**config.mk**
```make
export PLATFORM = sky130hd
export DESIGN_NAME = vedic_seq_divider
export DESIGN_NICKNAME = d
export VERILOG_FILES = /design/src/rtl/vedic_seq_divider.sv
export SDC_FILE = /design/constraint.sdc
export NUM_CORES = 1
export LEC_CHECK = 0
export CORE_MARGIN = 8
export CORE_UTILIZATION = 45
export CTS_CLUSTER_DIAMETER = 30
export CTS_CLUSTER_SIZE = 10
export DETAILED_ROUTE_END_ITERATION = 10
export PLACE_DENSITY = 0.78
export SETUP_SLACK_MARGIN = 0.15
export SLEW_MARGIN = 25
export SYNTH_ARGS = -nofsm -noshare
export SYNTH_HDL_FRONTEND = slang
export SYNTH_SLANG_ARGS = --single-unit
```
**constraint.sdc**
```tcl
create_clock -name clk -period 2.9 [get_ports clk]
set_input_delay 0.29 -clock clk [delete_from_list [all_inputs] [get_ports clk]]
set_output_delay 0.29 -clock clk [all_outputs]
set_load 0.1 [all_outputs]
```
**src/rtl/vedic_seq_divider.sv**
```systemverilog
// Restoring shift-subtract divider, one quotient bit per clock.
// Ports: clk, rst_n, start, dividend, divisor -> busy, done, quotient, remainder, div_by_zero.
module vedic_seq_divider #(
  parameter int WIDTH = 8
) (
  input  logic             clk,
  input  logic             rst_n,
  input  logic             start,
  input  logic [WIDTH-1:0] dividend,
  input  logic [WIDTH-1:0] divisor,
  output logic             busy,
  output logic             done,
  output logic [WIDTH-1:0] quotient,
  output logic [WIDTH-1:0] remainder,
  output logic             div_by_zero
);

  localparam int CW = $clog2(WIDTH + 1);

  typedef enum logic {
    S_IDLE = 1'b0,
    S_CALC = 1'b1
  } state_t;

  state_t           r_state, w_state;
  logic [CW-1:0]    r_cnt, w_cnt;
  logic [WIDTH-1:0] r_div, w_div;
  logic [WIDTH:0]   r_rem, w_rem;
  logic [WIDTH-1:0] r_q, w_q;
  logic             r_busy, w_busy;
  logic             r_done, w_done;
  logic [WIDTH-1:0] r_quo, w_quo;
  logic [WIDTH-1:0] r_rmd, w_rmd;
  logic             r_dbz, w_dbz;

  logic [WIDTH:0]   w_shift;
  logic [WIDTH:0]   w_diff;
  logic [WIDTH:0]   w_nrem;
  logic [WIDTH-1:0] w_nq;
  logic             w_qbit;

  // Subtract as an adder: shifted + ~{0,divisor} + 1.
  // The MSB of the result clear means the trial subtraction fit.
  assign w_shift = {r_rem[WIDTH-1:0], r_q[WIDTH-1]};
  assign w_diff  = w_shift + {1'b1, ~r_div}
                 + (WIDTH+1)'(1);
  assign w_qbit  = ~w_diff[WIDTH];
  assign w_nrem  = w_qbit ? w_diff : w_shift;
  assign w_nq    = {r_q[WIDTH-2:0], w_qbit};

  always_comb begin
    w_state = r_state;
    w_cnt   = r_cnt;
    w_div   = r_div;
    w_rem   = r_rem;
    w_q     = r_q;
    w_busy  = r_busy;
    w_done  = 1'b0;
    w_quo   = r_quo;
    w_rmd   = r_rmd;
    w_dbz   = r_dbz;
    unique case (r_state)
      S_IDLE: begin
        if (start) begin
          if (divisor == '0) begin
            w_done = 1'b1;
            w_dbz  = 1'b1;
            w_quo  = '1;
            w_rmd  = dividend;
          end else begin
            w_div   = divisor;
            w_rem   = '0;
            w_q     = dividend;
            w_cnt   = CW'(WIDTH);
            w_busy  = 1'b1;
            w_dbz   = 1'b0;
            w_state = S_CALC;
          end
        end
      end
      S_CALC: begin
        w_rem = w_nrem;
        w_q   = w_nq;
        w_cnt = r_cnt - CW'(1);
        if (r_cnt == CW'(1)) begin
          w_quo   = w_nq;
          w_rmd   = w_nrem[WIDTH-1:0];
          w_done  = 1'b1;
          w_busy  = 1'b0;
          w_state = S_IDLE;
        end
      end
      default: begin
        w_state = S_IDLE;
        w_busy  = 1'b0;
      end
    endcase
  end

  always_ff @(posedge clk or negedge rst_n) begin
    if (!rst_n) begin
      r_state <= S_IDLE;
      r_cnt   <= '0;
      r_div   <= '0;
      r_rem   <= '0;
      r_q     <= '0;
      r_busy  <= 1'b0;
      r_done  <= 1'b0;
      r_quo   <= '0;
      r_rmd   <= '0;
      r_dbz   <= 1'b0;
    end else begin
      r_state <= w_state;
      r_cnt   <= w_cnt;
      r_div   <= w_div;
      r_rem   <= w_rem;
      r_q     <= w_q;
      r_busy  <= w_busy;
      r_done  <= w_done;
      r_quo   <= w_quo;
      r_rmd   <= w_rmd;
      r_dbz   <= w_dbz;
    end
  end

  assign busy        = r_busy;
  assign done        = r_done;
  assign quotient    = r_quo;
  assign remainder   = r_rmd;
  assign div_by_zero = r_dbz;

endmodule

```
======== Word level (Yosys, flattened, before mapping) ========
Index checks and enable logic that the tools add are counted.
W data, S select, Z words.
word-level totals
  input port bits ......................... 19
  word-level logic and storage cells ...... 58
  output and inout bits ................... 19
  register bits ........................... 48
cells by class
  equal/unequal tests ..................... 5
  mux-type cells .......................... 30
  reduce and logical (&&, ||, !) cells .... 6
  bitwise gates (word level) .............. 4
  $add $sub $neg .......................... 3
operator list
  operator               count
  $mux W8                11
  $pmux W8 S2            4
  $add A9 B1 Y9 const B  1
  $add A9 B9 Y9          1
  $mux W1                9
  $reduce_and A3 Y1      3
  $logic_not A8 Y1       1
  $mux W4                2
  $not A8 Y8             1
  $pmux W4 S2            1
  $ne A2 B2 Y1 const B   3
  $pmux W1 S2            3
  $eq A4 B1 Y1 const B   1
  $reduce_and A2 Y1      2
  $sub A4 B1 Y4 const B  1
  $not A1 Y1             3
  $ne A2 B1 Y1 const B   1

======== Depth between registers and ports, before layout ========
  depth in word-level cells ............... 6
  gate-level depth with buffers ........... 10
  depth with buffers taken out ............ 9

======== Worst setup path before layout ========
Ideal clock, no wire load.
  path type ............................... reg-to-reg
  from .................................... register r_q[7]
  to ...................................... register r_rmd[4] (netlist: remainder[4])
  buffers on the path ..................... 1
  period minus slack after synthesis ...... 2.453 ns
  setup time .............................. 0.126 ns
  required time ........................... 2.774 ns
  stages on the path, launching flop included .. 11
  data arrival time ....................... 2.327 ns
  path slack .............................. 0.447 ns
  cell sequence ........................... dfrtp_1 > inv_1 > ha_1 > inv_1 > fa_1 > a211oi_4 > o211ai_2 > a221oi_2 > buf_6 > nor2_1 > o32a_1
between the ends
  cells in the longest elaborated chain, start to end .. 5
RTL lines
  item                    RTL line  RTL
  from (decl)             29        logic [WIDTH-1:0] r_q, w_q;
  from (signal assigned)  117       r_q <= w_q;
  $add A9 B9 Y9           45        assign w_diff = w_shift + {1'b1, ~r_div}
  $add A9 B1 Y9           46        + (WIDTH+1)'(1);
  $mux W8                 48        assign w_nrem = w_qbit ? w_diff : w_shift;
  $mux W8                 85        if (r_cnt == CW'(1)) begin
  $pmux W8 S2             62        unique case (r_state)
  to (signal assigned)    121       r_rmd <= w_rmd;
  to (decl)               33        logic [WIDTH-1:0] r_rmd, w_rmd;
No other way between the ends. The select of a mux whose other input is x is not followed.
A chain may end at the register's enable or synchronous reset.

======== Final worst setup path ========
  from .................................... register r_q[7]
  to ...................................... register r_rmd[1] (netlist: remainder[1])
Same word-level chain as after synthesis.

==> out/metrics.csv <==
metric;value;unit
status;complete, no violations;
core-area;0.005473;mm2
path_cells;inv_1 -> ha_1 -> inv_1 -> fa_2 -> a211oi_4 -> o211ai_2 -> a221oi_4 -> buf_4 -> mux2i_2 -> o221ai_1;
grt_pass1_vias;2096;
setup_viol;0;
htreeDepth;2;
clock_latency;0.31;ns
post-place-ws;0.1305;ns
avgRoutedWirePerCell;15.60;um
endpoint_kind;flip-flop;
yosys.area_share.adder;5.748;%
synth_area_per_cell;9.457;um2
ys_seq_area_share;47.57;%
dieArea;0.008264;mm2
cap_viol_max_count;0;
io_buffers;37;
utilization;56.70;%
grt_pass1_wl;10.29;mm
crit_required;3.07;ns
worst_slew_pin_slew;0.6108;ns
placed_area;0.002924;mm2
hold_path_class;flip-flop to flip-flop;
synth_top_family_by_area;compound AO/OA/AOI/OAI gates;
synth_area_leader_cell;dfrtp_1;
hp-start;busy;
fillers;484;
synth_cells;267;
clk_transition_reported_paths;0.09;ns
syn_nets;297;
path_buf_inv;3;
cts_max_path_buffers;2;
die_x;90.91;um
start_util;46.14;%
cts_tree;done;
crit_type;flip-flop to flip-flop;
crit_start;r_q[7];
cpMaxStageDelayCell;dfrtp_1;
grt_use_total;15.27;%
drc;0;
multi_input_area;0.001205;mm2
rsz0062_at_grt;no;
drt_iter0_drc;185;
die_y;90.91;um
grt_overflow;0;
ys.flop_type;dfrtp_1;
antenna_found_initial;0;
vias_per_cell;5.445;
synthSimpleGateAreaFrac;17.44;%
io_pins;38;
slowest_delay;0.39;ns
drive_gt1_share;16.45;%
register_area;0.001201;mm2
synth_seq_cells;48;
cpMostUsedCell;inv_1;
start_kind;flip-flop;
cts-root-buf;clkbuf_8;
ys_warn_count;0;
post_synth_num_cell_types;49;
period_share;89.21;%
place.detailed.hpwl;4.406;mm
syn-cell-area;0.002525;mm2
cp_max_fo;4;
yosysMostFrequentCell;dfrtp_1;
hold_viol_final;0;
slew_headroom;59.28;%
cp.arrival;2.76;ns
placementRows;27;
syn2layout_area_growth;22.89;%
synth_top_area_share;47.57;%
worst_slack;0.3130;ns
period_needed;2.587;ns
wl;5.959;mm
vias;2080;
finalWeightedCongestion;0.8668;
synth_compound_area_share;20.02;%
synth_edf_count;0;
fin_tns_setup;0;ns
dr.pass1.iters;4;
design_area;0.003103;mm2
fmax;386.6;MHz
grt_max_degree;49;
crit_family;compound AO/OA/AOI/OAI gates;
skew;0.01026;ns
ant_nets;0;
slew_violations;0;
clock_sinks;48;
antennaDiodeCount;0;
ys_async_sr_fraction;100.0;%
final_nets;339;
synth_commonest_cells;dfrtp_1 (48), nand2_1 (37), nor2_1 (28), inv_1 (20), o21ai_0 (19);
synthTopCellsByArea;dfrtp_1 (48%), nand2_1 (5.5%), ha_1 (5.0%), nor2_1 (4.2%), o21ai_0 (3.8%);
r2r-start;r_q[7];
numCtsBuffers;5;
synthXorXnorAreaFrac;1.041;%
synthMuxAreaShare;2.527;%
-- sequential cells by signal, summed over array words and instances, names as in the netlist --
name,cells
busy,1
div_by_zero,1
done,1
quotient,8
r_cnt,4
r_div,8
r_q,8
r_rem,8
r_state,1
remainder,8
-- logic make-up (layout without fill, tap and decap cells) --
logic type / Yosys count / in the layout
and+or+nand+nor: 93 / 93
buffers and inverters: 34 / 77
muxes: 6 / 6
AOI/OAI and AO/OA: 72 / 72
DFF: 48 / 48
xor gates and xnor gates: 3 / 3
adders and majority gates: 11 / 11
-- per-layer routing --
metal	GRT usage [%]	vias up	share of wire [%]
met1	18.61	1008	43
met3	3.741	8	4.4
met5	0	-	0
li1	-	1029	-
met4	5.048	0	1.5
met2	25.82	35	51
-- worst paths after layout --
path	cells after the start	slack (ns)	to
hold / removal	2	0.51	busy
setup / recovery	10	0.31	remainder[1]
hold reg to reg	2	0.51	busy
setup reg to reg	10	0.31	remainder[1]
min in group asynchronous	2	0.52	done
max in group asynchronous	2	1.95	r_div[1]
-- stage by stage --
step / hold WS (ns) / cells
final: 0.5147 / 382
after global routing: 0.5594 / 382
after CTS: 0.5275 / 379
after detailed placement: 0.3395 / 370
after global placement: 0.4891 / 370
after floorplan: -0.005591 / 267
-- cell usage in the layout (no fill, tap or decap), types with 2 or more instances in the layout --
master	instances
nor2_1	28
o21ai_0	19
clkdlybuf4s50_1	17
o22ai_1	5
nand2_1	37
o221ai_1	4
and3_1	2
o211ai_2	2
a211o_1	3
nor4_1	4
nand3_1	3
dfrtp_1	48
inv_1	20
ha_1	10
mux2i_1	2
nand2b_1	5
xor2_1	2
o32a_1	3
nand3b_1	3
nor2b_1	2
or3_1	2
buf_4	28
a31oi_1	9
o211ai_1	2
mux2_2	3
a21oi_1	14
clkbuf_8	6
-- what timing repair did --
action	in CTS	in global routing
endpoints found under the hold margin	1	0
cloned	0	1
buffers inserted	0	2
gates resized for setup	1	4
endpoints found under the setup margin	2	13
hold buffers	1	0
pin swaps	0	2
-- worst register-to-register path, stage by stage (launching register included) --
cell      delay, ns
dfrtp_1        0.39
inv_1          0.07
ha_1           0.15
inv_1          0.06
fa_2           0.38
a211oi_4       0.30
o211ai_2       0.15
a221oi_4       0.39
buf_4          0.18
mux2i_2        0.24
o221ai_1       0.16
-- final cells by class --
| type | count | share of cell area [%] |
|---|---|---|
| Clock buffer | 6 | 2.661 |
| Clock inverter | 2 | 1.250 |
| Sequential cell | 48 | 38.71 |
| Timing Repair Buffer | 48 | 13.10 |
| Multi-Input combinational cell | 185 | 38.83 |
| Inverter | 21 | 2.540 |
| Tap cell | 72 | 2.903 |
Power is not shown: default switching activity piles up to over one toggle a cycle in this logic, so the estimate is an artifact.
